===== config.mk =====
export PLATFORM = sky130hd
export DESIGN_NAME = sc_spi_arb
export DESIGN_NICKNAME = d
export VERILOG_FILES = /design/src/rtl/sc_spi_pkg.sv /design/src/rtl/sc_spi_rrsel.sv /design/src/rtl/sc_spi_arb.sv
export SDC_FILE = /design/constraint.sdc
export NUM_CORES = 1
export LEC_CHECK = 0
export ABC_AREA = 1
export CAP_MARGIN = 20
export CORE_MARGIN = 2
export CORE_UTILIZATION = 43
export DETAILED_ROUTE_END_ITERATION = 10
export GPL_TIMING_DRIVEN = 0
export PLACE_DENSITY_LB_ADDON = 0.12
export SKIP_LAST_GASP = 1
export SLEW_MARGIN = 20
export SYNTH_ARGS = -nofsm -noshare
export SYNTH_HDL_FRONTEND = slang
export SYNTH_SLANG_ARGS = --single-unit

===== constraint.sdc =====
create_clock -name SYSCLK -period 2.8 [get_ports SYSCLK]
set_input_delay 0.56 -clock SYSCLK [delete_from_list [all_inputs] [get_ports SYSCLK]]
set_output_delay 0.56 -clock SYSCLK [all_outputs]
set_load 0.005 [all_outputs]

===== src/rtl/sc_spi_pkg.sv =====
// Shared definitions for the two-requester SPI engine arbiter: state encoding,
// requester count and default completion-timeout settings.
package sc_spi_pkg;

  localparam int unsigned NREQ        = 2;
  localparam int unsigned TMO_W_DEF   = 16;
  localparam logic [15:0] TMO_MAX_DEF = 16'hFFFF;

  typedef enum logic [2:0] {
    IDLE,
    ACCEPT,
    START,
    WAIT,
    RESP
  } state_t;

  // Index of the owner encoded in a one-hot grant vector.
  function automatic logic owner_of(input logic [NREQ-1:0] grant);
    return grant[1];
  endfunction

endpackage


===== src/rtl/sc_spi_rrsel.sv =====
// Two-way round-robin selector: the requester named by ptr wins a tie,
// otherwise whichever single requester is active is chosen.
module sc_spi_rrsel
  import sc_spi_pkg::*;
(
  input  logic [NREQ-1:0] req,
  input  logic            ptr,
  output logic [NREQ-1:0] grant
);

  always_comb begin
    grant = '0;
    if (req[ptr]) begin
      grant[ptr] = 1'b1;
    end else if (req[~ptr]) begin
      grant[~ptr] = 1'b1;
    end
  end

endmodule


===== src/rtl/sc_spi_arb.sv =====
// Arbitrates two word-streaming requesters onto one SPI engine; a granted
// requester keeps the engine (CS held) until its LAST word or a timeout.
module sc_spi_arb
  import sc_spi_pkg::*;
#(
  parameter int unsigned      TMO_W   = TMO_W_DEF,
  parameter logic [TMO_W-1:0] TMO_MAX = TMO_MAX_DEF
) (
  input  logic                 SYSCLK,
  input  logic                 SYSRST,
  input  logic [NREQ-1:0]      REQ_VALID,
  output logic [NREQ-1:0]      REQ_READY,
  input  logic [NREQ-1:0]      REQ_LAST,
  input  logic [NREQ*32-1:0]   REQ_TXDATA,
  output logic [NREQ-1:0]      RSP_VALID,
  output logic [31:0]          RSP_RXDATA,
  output logic                 RSP_ERR,
  output logic [NREQ-1:0]      GRANT,
  output logic                 ENG_TXSTART,
  output logic                 ENG_CSEXTEND,
  output logic [31:0]          ENG_TXDATA,
  input  logic                 ENG_SPIBUSY,
  input  logic                 ENG_SPICOMPLETE,
  input  logic [31:0]          ENG_RXDATA
);

  state_t           state_q, state_d;
  logic             ptr_q;
  logic [NREQ-1:0]  grant_q;
  logic [NREQ-1:0]  sel;
  logic [TMO_W-1:0] cnt_q;
  logic [TMO_W-1:0] cnt_inc;
  logic             tmo_hit;
  logic             owner;
  logic [31:0]      tx_word;
  logic             release_grant;

  sc_spi_rrsel u_rrsel (
    .req   (REQ_VALID),
    .ptr   (ptr_q),
    .grant (sel)
  );

  assign GRANT         = grant_q;
  assign owner         = owner_of(grant_q);
  assign tx_word       = owner ? REQ_TXDATA[63:32] : REQ_TXDATA[31:0];
  assign cnt_inc       = (cnt_q == '1) ? cnt_q : cnt_q + 1'b1;
  assign tmo_hit       = (cnt_inc >= TMO_MAX);
  assign release_grant = !ENG_CSEXTEND || RSP_ERR;

  always_ff @(posedge SYSCLK) begin
    if (SYSRST) begin
      state_q <= IDLE;
    end else begin
      state_q <= state_d;
    end
  end

  always_comb begin
    state_d     = state_q;
    REQ_READY   = '0;
    RSP_VALID   = '0;
    ENG_TXSTART = 1'b0;
    unique case (state_q)
      IDLE: begin
        if (|REQ_VALID) state_d = ACCEPT;
      end
      ACCEPT: begin
        REQ_READY = grant_q;
        if (REQ_VALID[owner]) state_d = START;
      end
      START: begin
        ENG_TXSTART = !ENG_SPIBUSY;
        if (!ENG_SPIBUSY) state_d = WAIT;
      end
      WAIT: begin
        if (ENG_SPICOMPLETE || tmo_hit) state_d = RESP;
      end
      RESP: begin
        RSP_VALID = grant_q;
        state_d   = release_grant ? IDLE : ACCEPT;
      end
      default: state_d = IDLE;
    endcase
  end

  always_ff @(posedge SYSCLK) begin
    if (SYSRST) begin
      ptr_q        <= 1'b0;
      grant_q      <= '0;
      cnt_q        <= '0;
      RSP_RXDATA   <= '0;
      RSP_ERR      <= 1'b0;
      ENG_CSEXTEND <= 1'b0;
      ENG_TXDATA   <= '0;
    end else begin
      case (state_q)
        IDLE: begin
          if (|REQ_VALID) grant_q <= sel;
        end
        ACCEPT: begin
          if (REQ_VALID[owner]) begin
            ENG_TXDATA   <= tx_word;
            ENG_CSEXTEND <= !REQ_LAST[owner];
          end
        end
        START: begin
          // The TXSTART cycle itself counts, so the response lands exactly
          // TMO_MAX cycles after the start pulse on a timeout.
          cnt_q <= ENG_SPIBUSY ? '0 : TMO_W'(1);
        end
        WAIT: begin
          cnt_q <= cnt_inc;
          if (ENG_SPICOMPLETE) begin
            RSP_RXDATA <= ENG_RXDATA;
            RSP_ERR    <= 1'b0;
          end else if (tmo_hit) begin
            RSP_RXDATA   <= '0;
            RSP_ERR      <= 1'b1;
            ENG_CSEXTEND <= 1'b0;
          end
        end
        RESP: begin
          if (release_grant) begin
            grant_q <= '0;
            ptr_q   <= ~owner;
          end
        end
        default: ;
      endcase
    end
  end

endmodule

==> impl_metrics.ini <==
[status]
outcome = complete, no violations

[floorplanning]
die_x_um = 102
io_pins = 177
chipHeight_um = 102
row_count = 35
core_um2 = 9330
dieArea_um2 = 10500
start_util_pct = 44.7

[sta]
worstMarginPinSlew_ns = 0.520
max_freq_ghz = 0.382
rsz0062_at_grt = false
period_needed_ns = 2.62
timing.final.crit_share_pct = 93.6
finalClockSkew_ns = 0.0172
fin_setup_tns_ns = 0
hold_viol_final = 0
relSlewSlack_pct = 65.3
drv_slew = 0
finalSetupViolCount = 0
hold_ws_ns = 0.481

[final_layout]
drive_gt1_share_pct = 6.02
final_util_pct = 67.6
nets = 881
syn2layout_area_growth_pct = 51.3
fin_cells = 910
diodes = 0
layout_common_cells = 187 x nand2_1, 175 x clkdlybuf4s50_1, 88 x dfxtp_1, 55 x a21oi_1, 49 x nand3_1
layout_commonest_cell = nand2_1
fill_cells = 832

[yosys]
synth-simple-area-share_pct = 32.3
synth_top_family_by_area = simple AND/OR/NAND/NOR gates
syn_avg_cell_area_um2 = 7.05
synth_nets = 696
synthMuxAreaShare_pct = 0
ys_ff_latch = 88
synth-adder-area-share_pct = 0.300
yosys_warnings = 0
ys_seq_area_share_pct = 42.3
synth_largest_area_cell = dfxtp_1
synth_area_leaders = dfxtp_1 42%, nand2_1 17%, a21oi_1 6.6%
synth_xor_xnor_area_share_pct = 1.05
synth_top_area_share_pct = 42.3
syn_inst = 591
synth-compound-area-share_pct = 17.4
synth.distinct_cells = 32
netlist_area_um2 = 4170

[cts]
clock_path_buffers = 2
clk_latency_ns = 0.36
postCtsSetupBuffers = 0
cts_tree = done
hold_buffers = 0
ctsHtreeMaxLevel = 3
cts.sinks = 88
post_cts_resized = 0
clk_pin_slew_ns = 0.09
cts_buffers = 9
clock-root-buffer = clkbuf_8

[global_routing]
grt_overflow = 0
grt.total_usage_pct = 24.0
grt_pass1_wl_um = 20000
grt_pass1_vias = 4430
antenna_found_initial = 0
grt_max_degree = 16

[hold_path]
worstHoldPathType = reg -> reg
holdPathStages = 2
holdCritStartpoint = RSP_RXDATA[21]$_SDFFE_PP0P_
hold_end = RSP_RXDATA[21]$_SDFFE_PP0P_

[worst_setup_path]
r2r_cells = 11
end_kind = primary output
worstPathArrival_ns = 2.06
start_kind = flip-flop
crit_start = GRANT[1]$_SDFFE_PP0P_
reg2reg_from = cnt_q[0]$_SDFFE_PP0P_
regToRegSetupSlack_ns = 0.51
critical_path_class = reg -> out
path_max_fanout = 10
reg2reg_to = RSP_RXDATA[26]$_SDFFE_PP0P_
crit_required_ns = 2.24

[detailed_routing]
wirelength_um = 12400
wl_per_cell_um = 13.7
drc = 0
ant_nets = 0
drt_iter0_drc = 159
num_vias = 4644
avgViaCountPerCell = 5.10
drtPass1Iterations = 6

[pwr]
pwr_density_cell_nw_per_um2 = 598
max-vdd-ir-drop_mv = 0.373
p_leak_nw = 2.29

[placement]
port_buffers = 175
dpl.cell_count = 895
gp_congestion = 0.913
dpl.hpwl_um = 9670

[run]
cap_violations = 0
## sequential cells by signal, summed over array words and instances, names as in the netlist
name and flops:
ENG_CSEXTEND 1, ENG_TXDATA 32, GRANT 2, RSP_ERR 1, RSP_RXDATA 32, cnt_q 16
ptr_q 1, state_q 3
## area by class of cell
cell class                 count  area (um^2)  area share [%]
buffer                        34          151            2.40
clock inverter                 5         86.3            1.37
tap                          129          161            2.56
sequential                    88         1760            27.9
timing repair buffer         175         1750            27.8
inverter                      32          120            1.91
multi-input combinational    436         2130            33.8
clock buffer                  11          141            2.24
## Yosys cell counts, drive strengths merged
| cell | number |
|---|---|
| a211oi | 3 |
| a21oi | 55 |
| a31oi | 32 |
| buf | 8 |
| clkbuf | 27 |
| clkinv | 2 |
| dfxtp | 88 |
| ha | 1 |
| inv | 30 |
| nand2 | 196 |
| nand3 | 52 |
| nand3b | 1 |
| nand4 | 10 |
| nor2 | 35 |
| nor3 | 3 |
| o211ai | 1 |
| o21ai | 40 |
| o21bai | 2 |
| xnor2 | 1 |
| xor2 | 4 |
## critical path: stages (launching register included)
cell	delay (ns)
dfxtp_1	0.55
inv_2	0.16
clkbuf_1	0.27
nor2_1	0.20
clkdlybuf4s50_1	0.53
## power breakdown
part	internal, mW	switching [mW]	total, mW
clock network	0.537	0.485	1.02
registers	1.42	0.113	1.54
logic	0.590	0.623	1.21
total	2.55	1.22	3.77
## how the worst max path moves through the flow
stage	end	slack, ns	depth (start not counted)
2_1_floorplan	RSP_RXDATA[15]$_SDFFE_PP0P_	0.89	12
3_3_place_gp	ENG_TXSTART	0.33	3
3_5_place_dp	ENG_TXSTART	0.33	3
4_1_cts	REQ_READY[1]	0.02	5
5_1_grt	REQ_READY[1]	0.03	4
6_report	REQ_READY[1]	0.18	4
## per-stage QoR
stage | setup WS, ns | power [mW] | instance area (um^2)
after CTS | 0.0199 | 3.80 | 6310
after global placement | 0.335 | 2.76 | 6080
after floorplan | 0.889 | 2.12 | 4170
final | 0.180 | 3.77 | 6300
after detailed placement | 0.331 | 2.78 | 6080
after global routing | 0.0328 | 3.99 | 6300
## layer usage
| metal | GRT usage, % | part of all wire, % | wire length [um] |
|---|---|---|---|
| met1 | 28.0 | 42 | 5230 |
| met2 | 41.6 | 48 | 5960 |
| met5 | 0 | 0 | 0 |
| met3 | 8.14 | 8.8 | 1090 |
| met4 | 7.18 | 1.3 | 168 |
## logic make-up (layout without fill, tap and decap cells)
group	count (synthesis)	after routing
flip-flops	88	88
AND/OR/NAND/NOR	297	297
adder cells (fa/ha/maj)	1	1
buffers and inverters	67	257
AO/OA/AOI/OAI	133	133
XOR/XNOR	5	5
No activity file was read; power rests on OpenSTA's default activity.
